File: src/rtl/bayer_pkg.sv
// Shared types for the Bayer demosaicer: CFA site colours, edge classes and FSM states.
// Colour encoding is the CFA phase index: bit1 = row parity, bit0 = column parity.
package bayer_pkg;

  localparam logic [1:0] CFA_RED     = 2'd0;
  localparam logic [1:0] CFA_GREEN_R = 2'd1;
  localparam logic [1:0] CFA_GREEN_B = 2'd2;
  localparam logic [1:0] CFA_BLUE    = 2'd3;

  typedef enum logic [1:0] {
    RED     = CFA_RED,
    GREEN_R = CFA_GREEN_R,
    GREEN_B = CFA_GREEN_B,
    BLUE    = CFA_BLUE
  } color_t;

  typedef enum logic [1:0] {LAT_INNER, LAT_WEST, LAT_EAST} lateral_t;
  typedef enum logic [1:0] {VERT_INNER, VERT_TOP, VERT_BOTTOM} vertical_t;

  typedef enum logic [1:0] {FILL, RUN, FLUSH} state_t;

  function automatic color_t site_color(input logic [1:0] phase, input logic row_odd,
                                        input logic col_odd);
    return color_t'(phase ^ {row_odd, col_odd});
  endfunction

endpackage

File: src/rtl/bayer_demosaic_stream_if.sv
// Raw-sample input stream and RGB output stream of the demosaicer, valid/ready on both.
// slave is the demosaicer side, master is the source/sink side.
interface bayer_demosaic_stream_if #(
  parameter int PIX_W = 8,
  parameter int IMG_W = 40,
  parameter int IMG_H = 30
);
  localparam int X_W = $clog2(IMG_W);
  localparam int Y_W = $clog2(IMG_H);

  logic             in_valid;
  logic             in_ready;
  logic [PIX_W-1:0] in_pixel;
  logic             out_valid;
  logic             out_ready;
  logic [PIX_W-1:0] out_red;
  logic [PIX_W-1:0] out_green;
  logic [PIX_W-1:0] out_blue;
  logic [X_W-1:0]   out_x;
  logic [Y_W-1:0]   out_y;
  logic             out_last;

  modport master (
    output in_valid, in_pixel, out_ready,
    input  in_ready, out_valid, out_red, out_green, out_blue, out_x, out_y, out_last
  );

  modport slave (
    input  in_valid, in_pixel, out_ready,
    output in_ready, out_valid, out_red, out_green, out_blue, out_x, out_y, out_last
  );

endinterface

File: src/rtl/bayer_window.sv
// Two line buffers plus a 3-column history giving an edge-mirrored 3x3 window around (cx, cy).
// Window is combinational on the current shift; counters advance on shift/emit only.
module bayer_window
  import bayer_pkg::*;
#(
  parameter int PIX_W = 8,
  parameter int IMG_W = 40,
  parameter int IMG_H = 30,
  localparam int X_W = $clog2(IMG_W),
  localparam int Y_W = $clog2(IMG_H)
) (
  input  logic                        clk,
  input  logic                        reset,
  input  logic                        clear,
  input  logic                        shift,
  input  logic                        emit,
  input  logic [PIX_W-1:0]            pixel,
  output logic [2:0][2:0][PIX_W-1:0]  win,
  output logic [X_W-1:0]              cx,
  output logic [Y_W-1:0]              cy
);

  localparam logic [X_W-1:0] X_MAX = X_W'(IMG_W - 1);
  localparam logic [Y_W-1:0] Y_MAX = Y_W'(IMG_H - 1);

  // Column of three vertically adjacent samples: [0]=top, [1]=middle, [2]=bottom.
  typedef logic [2:0][PIX_W-1:0] col_t;

  logic [PIX_W-1:0] lb0 [IMG_W];
  logic [PIX_W-1:0] lb1 [IMG_W];
  logic [X_W-1:0]   wx;
  col_t             col_a, col_b, new_col, west, east;
  col_t             w_f, c_f, e_f;
  lateral_t         lat;
  vertical_t        vert;

  function automatic col_t fold(input col_t c, input vertical_t v);
    col_t f;
    f = c;
    if (v == VERT_TOP)    f[0] = c[2];
    if (v == VERT_BOTTOM) f[2] = c[0];
    return f;
  endfunction

  assign new_col = {pixel, lb0[wx], lb1[wx]};

  always_comb begin
    lat = LAT_INNER;
    if (cx == '0)        lat = LAT_WEST;
    else if (cx == X_MAX) lat = LAT_EAST;
    vert = VERT_INNER;
    if (cy == '0)        vert = VERT_TOP;
    else if (cy == Y_MAX) vert = VERT_BOTTOM;
  end

  // col_a is always the centre column. At the right edge the incoming column
  // already belongs to the next row, so east folds back onto col_b.
  assign west = (lat == LAT_WEST) ? new_col : col_b;
  assign east = (lat == LAT_EAST) ? col_b : new_col;

  assign w_f = fold(west, vert);
  assign c_f = fold(col_a, vert);
  assign e_f = fold(east, vert);

  always_comb begin
    for (int r = 0; r < 3; r++) begin
      win[r][0] = w_f[r];
      win[r][1] = c_f[r];
      win[r][2] = e_f[r];
    end
  end

  always_ff @(posedge clk) begin
    if (reset) begin
      wx    <= '0;
      cx    <= '0;
      cy    <= '0;
      col_a <= '0;
      col_b <= '0;
    end else if (clear) begin
      wx <= '0;
      cx <= '0;
      cy <= '0;
    end else if (shift) begin
      col_b <= col_a;
      col_a <= new_col;
      wx    <= (wx == X_MAX) ? '0 : wx + 1'b1;
      if (emit) begin
        if (cx == X_MAX) begin
          cx <= '0;
          cy <= (cy == Y_MAX) ? '0 : cy + 1'b1;
        end else begin
          cx <= cx + 1'b1;
        end
      end
    end
  end

  always_ff @(posedge clk) begin
    if (shift) begin
      lb1[wx] <= lb0[wx];
      lb0[wx] <= pixel;
    end
  end

endmodule

File: src/rtl/bayer_demosaic_stream.sv
// Streaming Bayer-to-RGB demosaicer: one cycle from enabling accept (or flush step) to out_valid.
// A stalled output holds every output register and drops in_ready.
module bayer_demosaic_stream
  import bayer_pkg::*;
#(
  parameter int         PIX_W     = 8,
  parameter int         IMG_W     = 40,
  parameter int         IMG_H     = 30,
  parameter logic [1:0] CFA_PHASE = 2'd0
) (
  input  logic                    clk,
  input  logic                    reset,
  bayer_demosaic_stream_if.slave  bus
);

  localparam int X_W   = $clog2(IMG_W);
  localparam int Y_W   = $clog2(IMG_H);
  localparam int CNT_W = $clog2(IMG_W * IMG_H + IMG_W + 2);

  localparam logic [X_W-1:0]   X_MAX     = X_W'(IMG_W - 1);
  localparam logic [Y_W-1:0]   Y_MAX     = Y_W'(IMG_H - 1);
  localparam logic [CNT_W-1:0] FILL_LAST = CNT_W'(IMG_W);
  localparam logic [CNT_W-1:0] RUN_LAST  = CNT_W'(IMG_W * IMG_H - 1);
  localparam logic [CNT_W-1:0] FLUSH_END = CNT_W'(IMG_W * IMG_H + IMG_W + 1);

  state_t                     state, state_nxt;
  logic [CNT_W-1:0]           cnt;
  logic                       can_load, ready_c, shift, emit, clear;
  logic [2:0][2:0][PIX_W-1:0] win;
  logic [X_W-1:0]             cx;
  logic [Y_W-1:0]             cy;
  color_t                     colour;
  logic [PIX_W-1:0]           cross_avg, diag_avg, horiz_avg, vert_avg, centre;
  logic [PIX_W-1:0]           red_c, green_c, blue_c;

  function automatic logic [PIX_W-1:0] avg4(input logic [PIX_W-1:0] a, b, c, d);
    logic [PIX_W+1:0] s;
    s = {2'b00, a} + {2'b00, b} + {2'b00, c} + {2'b00, d} + (PIX_W+2)'(2);
    return s[PIX_W+1:2];
  endfunction

  function automatic logic [PIX_W-1:0] avg2(input logic [PIX_W-1:0] a, b);
    logic [PIX_W+1:0] s;
    s = {2'b00, a} + {2'b00, b} + (PIX_W+2)'(1);
    return s[PIX_W:1];
  endfunction

  assign can_load    = !bus.out_valid || bus.out_ready;
  assign bus.in_ready = ready_c;

  always_comb begin
    state_nxt = state;
    ready_c   = 1'b0;
    shift     = 1'b0;
    emit      = 1'b0;
    clear     = 1'b0;
    case (state)
      FILL: begin
        ready_c = 1'b1;
        if (bus.in_valid) begin
          shift = 1'b1;
          if (cnt == FILL_LAST) state_nxt = RUN;
        end
      end
      RUN: begin
        ready_c = can_load;
        if (bus.in_valid && can_load) begin
          shift = 1'b1;
          emit  = 1'b1;
          if (cnt == RUN_LAST) state_nxt = FLUSH;
        end
      end
      FLUSH: begin
        if (cnt != FLUSH_END) begin
          shift = can_load;
          emit  = can_load;
        end else if (bus.out_valid && bus.out_ready) begin
          clear     = 1'b1;
          state_nxt = FILL;
        end
      end
      default: state_nxt = FILL;
    endcase
    if (reset) begin
      state_nxt = FILL;
      ready_c   = 1'b0;
      shift     = 1'b0;
      emit      = 1'b0;
      clear     = 1'b0;
    end
  end

  always_ff @(posedge clk) begin
    if (reset) state <= FILL;
    else       state <= state_nxt;
  end

  // Counts raster positions consumed, including the virtual ones stepped during FLUSH.
  always_ff @(posedge clk) begin
    if (reset || clear) cnt <= '0;
    else if (shift)     cnt <= cnt + 1'b1;
  end

  bayer_window #(
    .PIX_W (PIX_W),
    .IMG_W (IMG_W),
    .IMG_H (IMG_H)
  ) u_window (
    .clk   (clk),
    .reset (reset),
    .clear (clear),
    .shift (shift),
    .emit  (emit),
    .pixel (bus.in_pixel),
    .win   (win),
    .cx    (cx),
    .cy    (cy)
  );

  assign colour    = site_color(CFA_PHASE, cy[0], cx[0]);
  assign centre    = win[1][1];
  assign cross_avg = avg4(win[0][1], win[2][1], win[1][2], win[1][0]);
  assign diag_avg  = avg4(win[0][0], win[0][2], win[2][0], win[2][2]);
  assign horiz_avg = avg2(win[1][0], win[1][2]);
  assign vert_avg  = avg2(win[0][1], win[2][1]);

  always_comb begin
    red_c   = centre;
    green_c = centre;
    blue_c  = centre;
    case (colour)
      RED: begin
        green_c = cross_avg;
        blue_c  = diag_avg;
      end
      BLUE: begin
        red_c   = diag_avg;
        green_c = cross_avg;
      end
      GREEN_R: begin
        red_c  = horiz_avg;
        blue_c = vert_avg;
      end
      GREEN_B: begin
        red_c  = vert_avg;
        blue_c = horiz_avg;
      end
      default: ;
    endcase
  end

  always_ff @(posedge clk) begin
    if (reset) begin
      bus.out_valid <= 1'b0;
      bus.out_red   <= '0;
      bus.out_green <= '0;
      bus.out_blue  <= '0;
      bus.out_x     <= '0;
      bus.out_y     <= '0;
      bus.out_last  <= 1'b0;
    end else if (emit) begin
      bus.out_valid <= 1'b1;
      bus.out_red   <= red_c;
      bus.out_green <= green_c;
      bus.out_blue  <= blue_c;
      bus.out_x     <= cx;
      bus.out_y     <= cy;
      bus.out_last  <= (cx == X_MAX) && (cy == Y_MAX);
    end else if (bus.out_valid && bus.out_ready) begin
      bus.out_valid <= 1'b0;
    end
  end

endmodule

File: src/flat_wrapper.sv
// flat-port wrapper written by rule: the top's interface ports become plain ports
module bayer_demosaic_stream_flat import bayer_pkg::*;
#(
  parameter int         PIX_W     = 8,
  parameter int         IMG_W     = 40,
  parameter int         IMG_H     = 30,
  parameter logic [1:0] CFA_PHASE = 2'd0
)
  (clk, reset, bus_in_valid, bus_in_pixel, bus_out_ready, bus_in_ready, bus_out_valid, bus_out_red, bus_out_green, bus_out_blue, bus_out_x, bus_out_y, bus_out_last);
  bayer_demosaic_stream_if #(.PIX_W(PIX_W), .IMG_W(IMG_W), .IMG_H(IMG_H)) bus_i ();
  input  logic clk;
  input  logic reset;
  input wire logic [$bits(bus_i.in_valid)-1:0] bus_in_valid;
  input wire logic [$bits(bus_i.in_pixel)-1:0] bus_in_pixel;
  input wire logic [$bits(bus_i.out_ready)-1:0] bus_out_ready;
  output wire logic [$bits(bus_i.in_ready)-1:0] bus_in_ready;
  output wire logic [$bits(bus_i.out_valid)-1:0] bus_out_valid;
  output wire logic [$bits(bus_i.out_red)-1:0] bus_out_red;
  output wire logic [$bits(bus_i.out_green)-1:0] bus_out_green;
  output wire logic [$bits(bus_i.out_blue)-1:0] bus_out_blue;
  output wire logic [$bits(bus_i.out_x)-1:0] bus_out_x;
  output wire logic [$bits(bus_i.out_y)-1:0] bus_out_y;
  output wire logic [$bits(bus_i.out_last)-1:0] bus_out_last;
  assign bus_i.in_valid = bus_in_valid;
  assign bus_i.in_pixel = bus_in_pixel;
  assign bus_i.out_ready = bus_out_ready;
  assign bus_in_ready = bus_i.in_ready;
  assign bus_out_valid = bus_i.out_valid;
  assign bus_out_red = bus_i.out_red;
  assign bus_out_green = bus_i.out_green;
  assign bus_out_blue = bus_i.out_blue;
  assign bus_out_x = bus_i.out_x;
  assign bus_out_y = bus_i.out_y;
  assign bus_out_last = bus_i.out_last;
  bayer_demosaic_stream #(.PIX_W(PIX_W), .IMG_W(IMG_W), .IMG_H(IMG_H), .CFA_PHASE(CFA_PHASE)) u_core (.clk(clk), .reset(reset), .bus(bus_i));
endmodule
File: config.mk
export PLATFORM = sky130hd
export DESIGN_NAME = bayer_demosaic_stream_flat
export DESIGN_NICKNAME = d
export VERILOG_FILES = /design/src/rtl/bayer_pkg.sv /design/src/rtl/bayer_demosaic_stream_if.sv /design/src/rtl/bayer_window.sv /design/src/rtl/bayer_demosaic_stream.sv /design/src/flat_wrapper.sv
export SDC_FILE = /design/constraint.sdc
export NUM_CORES = 1
export LEC_CHECK = 0
export CORE_MARGIN = 1.5
export CORE_UTILIZATION = 60
export CTS_BUF_LIST = sky130_fd_sc_hd__clkbuf_4 sky130_fd_sc_hd__clkbuf_8
export DETAILED_ROUTE_END_ITERATION = 8
export MAX_ROUTING_LAYER = met4
export PLACE_DENSITY = 0.83
export SETUP_SLACK_MARGIN = 0.02
export SYNTH_ARGS = -nofsm -noshare
export SYNTH_HDL_FRONTEND = slang
export SYNTH_SLANG_ARGS = --single-unit
export TNS_END_PERCENT = 1
File: constraint.sdc
create_clock -name clk -period 15.7 [get_ports clk]
set_input_delay 2.355 -clock clk [delete_from_list [all_inputs] [get_ports clk]]
set_output_delay 2.355 -clock clk [all_outputs]
set_load 0.05 [all_outputs]
==> results.py, run 1 <==
metrics = {
    "run_status": {
        "status": "complete, no violations",
    },
    "pwr": {
        "power_density_mw_per_mm2": 117,
        "seq_power_share_pct": 51.7,
        "p_leak_nw": 12.5,
        "vdd_drop_max_v": 0.000108,
        "p_comb_share_pct": 11.2,
        "swShare_pct": 24.5,
        "internal-power_mw": 3.27,
        "p_switching_mw": 1.06,
        "clkPwrFrac_pct": 37.1,
    },
    "synth": {
        "yosys-top-cells-count": "640 x edfxtp_1, 169 x mux4_2, 160 x nand2_1, 121 x dfxtp_1, 116 x mux2i_1",
        "ys_seq_elements": 761,
        "synthArstFlopShare_pct": 0,
        "synth.net_count": 2230,
        "avgSynthCellArea_sq_um": 15.6,
        "synthCells": 2141,
        "yosysWarnings": 0,
        "synth_top_cell_by_area": "edfxtp_1",
        "synth_compound_area_share_pct": 5.57,
        "ys_seq_area_share_pct": 64.8,
        "ys_top_cells_by_area": "edfxtp_1 58%, mux4_2 11%, dfxtp_1 7.3%",
        "synthMuxAreaShare_pct": 15.8,
        "synth_area_sq_mm": 0.0334,
        "ys_types": 76,
        "synthAdderAreaFrac_pct": 3.22,
        "yosys.area_share.simple_pct": 6.71,
        "synth_edf_count": 640,
        "synth_xor_area_share_pct": 1.21,
        "synth_top_area_share_pct": 57.5,
        "synth.most_common_cell": "edfxtp_1",
        "ys.flop_type": "edfxtp_1",
        "synth_top_family_by_area": "multiplexers",
    },
    "floorplanning": {
        "die_h_um": 239,
        "core-area_sq_mm": 0.0551,
        "num_rows": 86,
        "initial_core_util_pct": 60.6,
        "dieWidth_um": 239,
        "ios": 50,
        "dieArea_sq_mm": 0.0571,
    },
    "sta": {
        "fmax_mhz": 126,
        "rsz0062_at_grt": "false",
        "max_slew_margin_pct": 20.5,
        "post-route-min-period_ns": 7.95,
        "fin_crit_sh_pct": 50.7,
        "setup_violations": 0,
        "finClkSkew_ns": 0.0596,
        "final_max_slew_viol_count": 0,
        "tns_ns": 0,
        "timing_hold_violations_final": 0,
        "worst_pin_slew_ns": 1.19,
    },
    "clocking": {
        "clockBufferDepth": 3,
        "cts_sinks": 761,
        "postCtsSetupBuffers": 0,
        "htreeDepth": 3,
        "ctsResizeCount": 0,
        "cts-buffers-inserted": 115,
        "clk_pin_slew_ns": 0.06,
        "cts_root_buf": "clkbuf_8",
        "clk_latency_ns": 0.74,
        "cts_tree": "done",
        "hold_buffers": 0,
    },
    "drt": {
        "routedWlPerCell_um": 25.4,
        "ant_nets": 0,
        "drt_pass1_iterations": 6,
        "via_count": 19900,
        "vias_per_cell": 6.38,
        "drt_iter0_drc": 2239,
        "routed_wirelength_um": 79000,
        "drc": 0,
    },
    "place": {
        "postPlaceCellArea_sq_mm": 0.0349,
        "numPlacedInstances": 2898,
        "portBuffers": 49,
        "gp_congestion": 0.935,
        "dp_hpwl_um": 48700,
    },
    "global_routing": {
        "grt.overflow.total": 0,
        "grt_util_all_layers_pct": 29.1,
        "grt_pass1_wl_um": 118000,
        "antenna_found_initial": 2,
        "grt_pass1_vias": 19800,
        "grt_max_degree": 85,
    },
    "critical_path": {
        "path_class": "reg2reg",
        "start_kind": "register",
        "arrival_ns": 8.52,
        "end_kind": "register",
        "cp.required_ns": 16.27,
        "crit_fanout": 48,
    },
    "run": {
        "cap_violations": 0,
    },
    "finish": {
        "final_layout_size_suffix_gt1_share_pct": 20.3,
        "fin_cells": 3114,
        "fin_nets": 2356,
        "final_area_sq_mm": 0.0372,
        "areaGrowthSynthToFinish_pct": 11.3,
    },
    "min_path": {
        "hp-class": "reg2reg",
    },
}
final cells by class:
type / count / area (sq um)
Inverter: 82 / 308
Clock buffer: 158 / 1930
Timing Repair Buffer: 125 / 1060
Sequential cell: 761 / 21700
Clock inverter: 57 / 375
Multi-Input combinational cell: 1182 / 10900
Fill cell: 3556 / 17900
Tap cell: 748 / 936
Antenna cell: 1 / 2.50
metal layers:
metal	vias up	part of all wire, %	global-route usage [%]
li1	8563	-	-
met1	9960	38	36.9
met2	1107	49	46.5
met3	228	9.0	6.14
met4	0	3.7	11.1
met5	-	0	-
cell families (layout without fill, tap and decap cells):
family	Yosys count	in the layout
simple gates	465	465
mux	309	309
xor+xnor	46	46
compound gates	285	285
fa+ha+maj	77	77
flops	761	761
buf+inv	198	422
other cells	0	1
placed cells by master (no fill, tap or decap), drive strengths merged, types with 5 or more instances in the layout:
| cell | instances |
|---|---|
| nand2 | 160 |
| dfxtp | 121 |
| a31oi | 13 |
| a311oi | 8 |
| nand4 | 17 |
| clkinv | 50 |
| a21o | 16 |
| and3 | 12 |
| nand3 | 23 |
| clkdlybuf4s50 | 48 |
| clkbuf | 158 |
| nand2b | 55 |
| nor3b | 5 |
| xor2 | 28 |
| a211oi | 20 |
| fa | 15 |
| a221oi | 9 |
| o21a | 9 |
| mux2 | 21 |
| a221o | 5 |
| a21oi | 66 |
| and2 | 18 |
| xnor2 | 18 |
| o21ai | 85 |
| inv | 85 |
| nor2 | 111 |
| nor3 | 17 |
| or3 | 7 |
| nor4 | 6 |
| nand3b | 12 |
| o211ai | 6 |
| mux2i | 116 |
| edfxtp | 640 |
| nor2b | 7 |
| o31ai | 12 |
| o21bai | 6 |
| ha | 62 |
| mux4 | 172 |
| buf | 77 |
state kept, by name, indices dropped and copies added, names as in the netlist, named ones only:
register and count:
u_core.u_window.lb0 320, u_core.u_window.lb1 320, u_core.u_window.col_b 24, u_core.u_window.col_a 16, u_core.cnt 11, u_core.bus.out_blue 8
u_core.bus.out_green 8, u_core.bus.out_red 8, u_core.u_window.win 8, u_core.bus.out_x 6, u_core.u_window.cx 6, u_core.u_window.wx 6
u_core.bus.out_y 5, u_core.u_window.cy 5, u_core.state 2, u_core.bus.out_last 1, u_core.bus.out_valid 1
worst paths after layout:
path | from | endpoint | slack (ns) | cells after the start
worst max-delay path | register | u_core.bus.out_blue[4] | 7.75 | 24
worst min-delay path | u_core.bus.out_red[3] | u_core.bus.out_red[3] | 0.45 | 2
worst max register to register | register | u_core.bus.out_blue[4] | 7.75 | 24
worst min register to register | u_core.bus.out_red[3] | u_core.bus.out_red[3] | 0.45 | 2
critical path, cell delays in order, from the launching register on:
cell	delay (ns)
dfxtp_4	0.78
buf_4	0.82
buf_4	0.63
mux4_2	0.59
mux4_2	0.52
a211oi_2	0.27
a21oi_1	0.13
mux2i_1	0.26
mux2i_1	0.11
ha_1	0.26
fa_1	0.47
a21o_1	0.18
a21oi_1	0.24
o21bai_1	0.10
a21oi_1	0.24
xor2_1	0.12
fa_1	0.49
inv_1	0.04
ha_1	0.37
inv_1	0.10
nand2_1	0.06
o21ai_0	0.11
a221o_1	0.37
a221oi_1	0.28
a311oi_1	0.18
through the flow:
stage          hold slack, ns  utilization [%]  setup WS, ns  total power [mW]
3_5_place_dp            0.445             63.3          7.81              2.76
2_1_floorplan           0.460                -          9.78              2.63
6_report                0.448             67.5          7.75              4.33
4_1_cts                 0.453             67.5          7.66              4.35
5_1_grt                 0.479             67.5          7.13              4.48
3_3_place_gp            0.442             63.3          7.92              2.75
power groups by stage:
stage	clock network [mW]	registers (mW)	logic (mW)
floorplan	0	2.27	0.358
global placement	0	2.28	0.463
detailed placement	0	2.28	0.478
CTS	1.63	2.24	0.481
global route	1.71	2.24	0.530
finish	1.61	2.24	0.485
No activity file was read; power rests on OpenSTA's default activity.
==> run 2: changes to the inputs <==
- CORE_UTILIZATION: 60 -> 59
- PLACE_DENSITY: 0.83 -> 0.85
- clock period: 15.7 -> 7.15 ns (I/O delays scaled with it)
==> run 2 against run 1 <==
  * Sequential cell count did not move
  * Global-route usage rose by 0.39 points
  * Critical endpoint unchanged
  * Critical path type unchanged
  * Largest cell class unchanged
  * Power rose by 120%
  * Largest power group unchanged
==> results.py, run 2 (synthesis results as in run 1) <==
metrics = {
    "finish": {
        "multi_input_area_sq_mm": 0.0109,
        "final_layout_size_suffix_gt1_share_pct": 21.0,
        "antenna_cells_inserted": 0,
        "largestRegisters": "u_core.u_window.lb0: 320 flops, u_core.u_window.lb1: 320 flops, u_core.u_window.col_b: 24 flops",
        "final-seq-area_sq_mm": 0.0217,
        "fin_nets": 2363,
        "final_area_sq_mm": 0.0373,
        "final_cell_mix": "640 x edfxtp_1, 169 x mux4_2, 160 x nand2_1, 125 x clkbuf_8",
        "areaGrowthSynthToFinish_pct": 11.7,
        "final_common_cell": "edfxtp_1",
        "fillers": 3668,
    },
    "min_path": {
        "worstHoldStart": "u_core.bus.out_blue[1]",
        "hp-class": "reg2reg",
        "holdPathStages": 2,
        "holdPathEnd": "u_core.bus.out_blue[1]",
    },
    "global_routing": {
        "grt_max_degree": 73,
        "grt_pass1_wl_um": 121000,
        "grt_util_all_layers_pct": 29.5,
        "grt_pass1_vias": 19700,
        "antenna_found_initial": 1,
        "grt.overflow.total": 0,
    },
    "drt": {
        "routed_wirelength_um": 80800,
        "via_count": 19900,
        "drt_pass1_iterations": 8,
        "routedWlPerCell_um": 25.9,
        "drt_iter0_drc": 2202,
        "ant_nets": 0,
        "vias_per_cell": 6.37,
        "drc": 0,
    },
    "critical_path": {
        "reg2reg_depth": 23,
        "cp.required_ns": 7.73,
        "path_class": "reg2reg",
        "rrSetupSlack_ns": 0.62,
        "crit_fanout": 25,
        "end_kind": "register",
        "r2r-end": "u_core.bus.out_blue[4]",
        "start_kind": "register",
        "arrival_ns": 7.12,
    },
    "clocking": {
        "cts_root_buf": "clkbuf_8",
        "ctsResizeCount": 0,
        "htreeDepth": 3,
        "clk_pin_slew_ns": 0.06,
        "cts_sinks": 761,
        "cts-buffers-inserted": 112,
        "cts_tree": "done",
        "clockBufferDepth": 3,
        "postCtsSetupBuffers": 0,
        "clk_latency_ns": 0.78,
        "hold_buffers": 0,
    },
    "sta": {
        "finClkSkew_ns": 0.0682,
        "worst_pin_slew_ns": 1.34,
        "post-route-min-period_ns": 6.53,
        "fin_crit_sh_pct": 91.4,
        "fmax_mhz": 153,
        "final_max_slew_viol_count": 0,
        "rsz0062_at_grt": "false",
        "timing_hold_violations_final": 0,
        "max_slew_margin_pct": 10.4,
        "tns_ns": 0,
        "setup_violations": 0,
    },
    "floorplanning": {
        "core-area_sq_mm": 0.0562,
        "ios": 50,
        "die_h_um": 241,
        "initial_core_util_pct": 59.5,
        "dieArea_sq_mm": 0.0581,
        "dieWidth_um": 241,
        "num_rows": 87,
    },
    "place": {
        "postPlaceCellArea_sq_mm": 0.0350,
        "portBuffers": 49,
        "dp_hpwl_um": 51200,
        "gp_congestion": 0.926,
    },
    "pwr": {
        "vdd_drop_max_v": 0.000240,
        "p_leak_nw": 12.6,
        "power_density_mw_per_mm2": 257,
    },
    "run_status": {
        "status": "complete, no violations",
    },
    "run": {
        "cap_violations": 0,
    },
}
## run 2: critical path, stage by stage, from the launching register on
cell      delay (ns)
dfxtp_4         0.66
mux4_2          0.59
mux4_2          0.48
and2_1          0.19
a211oi_2        0.25
a21oi_1         0.15
mux2i_1         0.32
mux2i_1         0.15
ha_1            0.25
fa_1            0.47
a21o_1          0.18
a21oi_1         0.23
o21bai_1        0.09
a21oi_1         0.24
xor2_1          0.12
fa_1            0.50
inv_1           0.05
ha_1            0.39
inv_1           0.10
nand2_1         0.07
o21ai_0         0.13
a221o_1         0.38
a221oi_1        0.22
a311oi_1        0.12
## run 2: cell type report
type	instances	area share [%]
sequential	761	58.0
multi-input combinational	1182	29.3
clock buffer	163	5.38
timing repair buffer	135	3.03
tap	756	2.54
clock inverter	43	0.879
inverter	82	0.825
## run 2: routing by layer
metal	GRT usage [%]	part of all wire, %
met5	-	0
met2	45.5	48
met4	11.1	3.5
met1	39.2	38
met3	5.87	10
## run 2: report_power, final
group / leakage (nW) / internal (mW) / switching (mW) / total [mW]
logic: 4.63 / 0.438 / 0.657 / 1.09
registers: 6.74 / 4.88 / 0.0416 / 4.92
clock network: 1.24 / 1.89 / 1.69 / 3.58
total: 12.6 / 7.21 / 2.39 / 9.60
## run 2: worst max-delay path by stage
| stage | to | slack, ns | cells after the start |
|---|---|---|---|
| after floorplan | u_core.bus.out_blue[4] | 1.42 | 26 |
| after global placement | u_core.bus.out_blue[7] | 0.90 | 18 |
| after detailed placement | u_core.bus.out_blue[4] | 0.72 | 23 |
| after CTS | u_core.bus.out_blue[4] | 0.65 | 23 |
| after global routing | u_core.bus.out_red[7] | 0.23 | 26 |
| final | u_core.bus.out_blue[4] | 0.62 | 23 |
## run 2: through the flow
stage	power [mW]	cells	setup slack [ns]	hold WS, ns	utilization [%]
finish	9.60	3122	0.615	0.455	66.4
global route	9.91	3122	0.231	0.470	66.4
CTS	9.62	3122	0.647	0.455	66.4
detailed placement	6.09	2916	0.720	0.447	62.3
global placement	6.05	2916	0.898	0.438	62.3
floorplan	5.78	2141	1.42	0.460	-
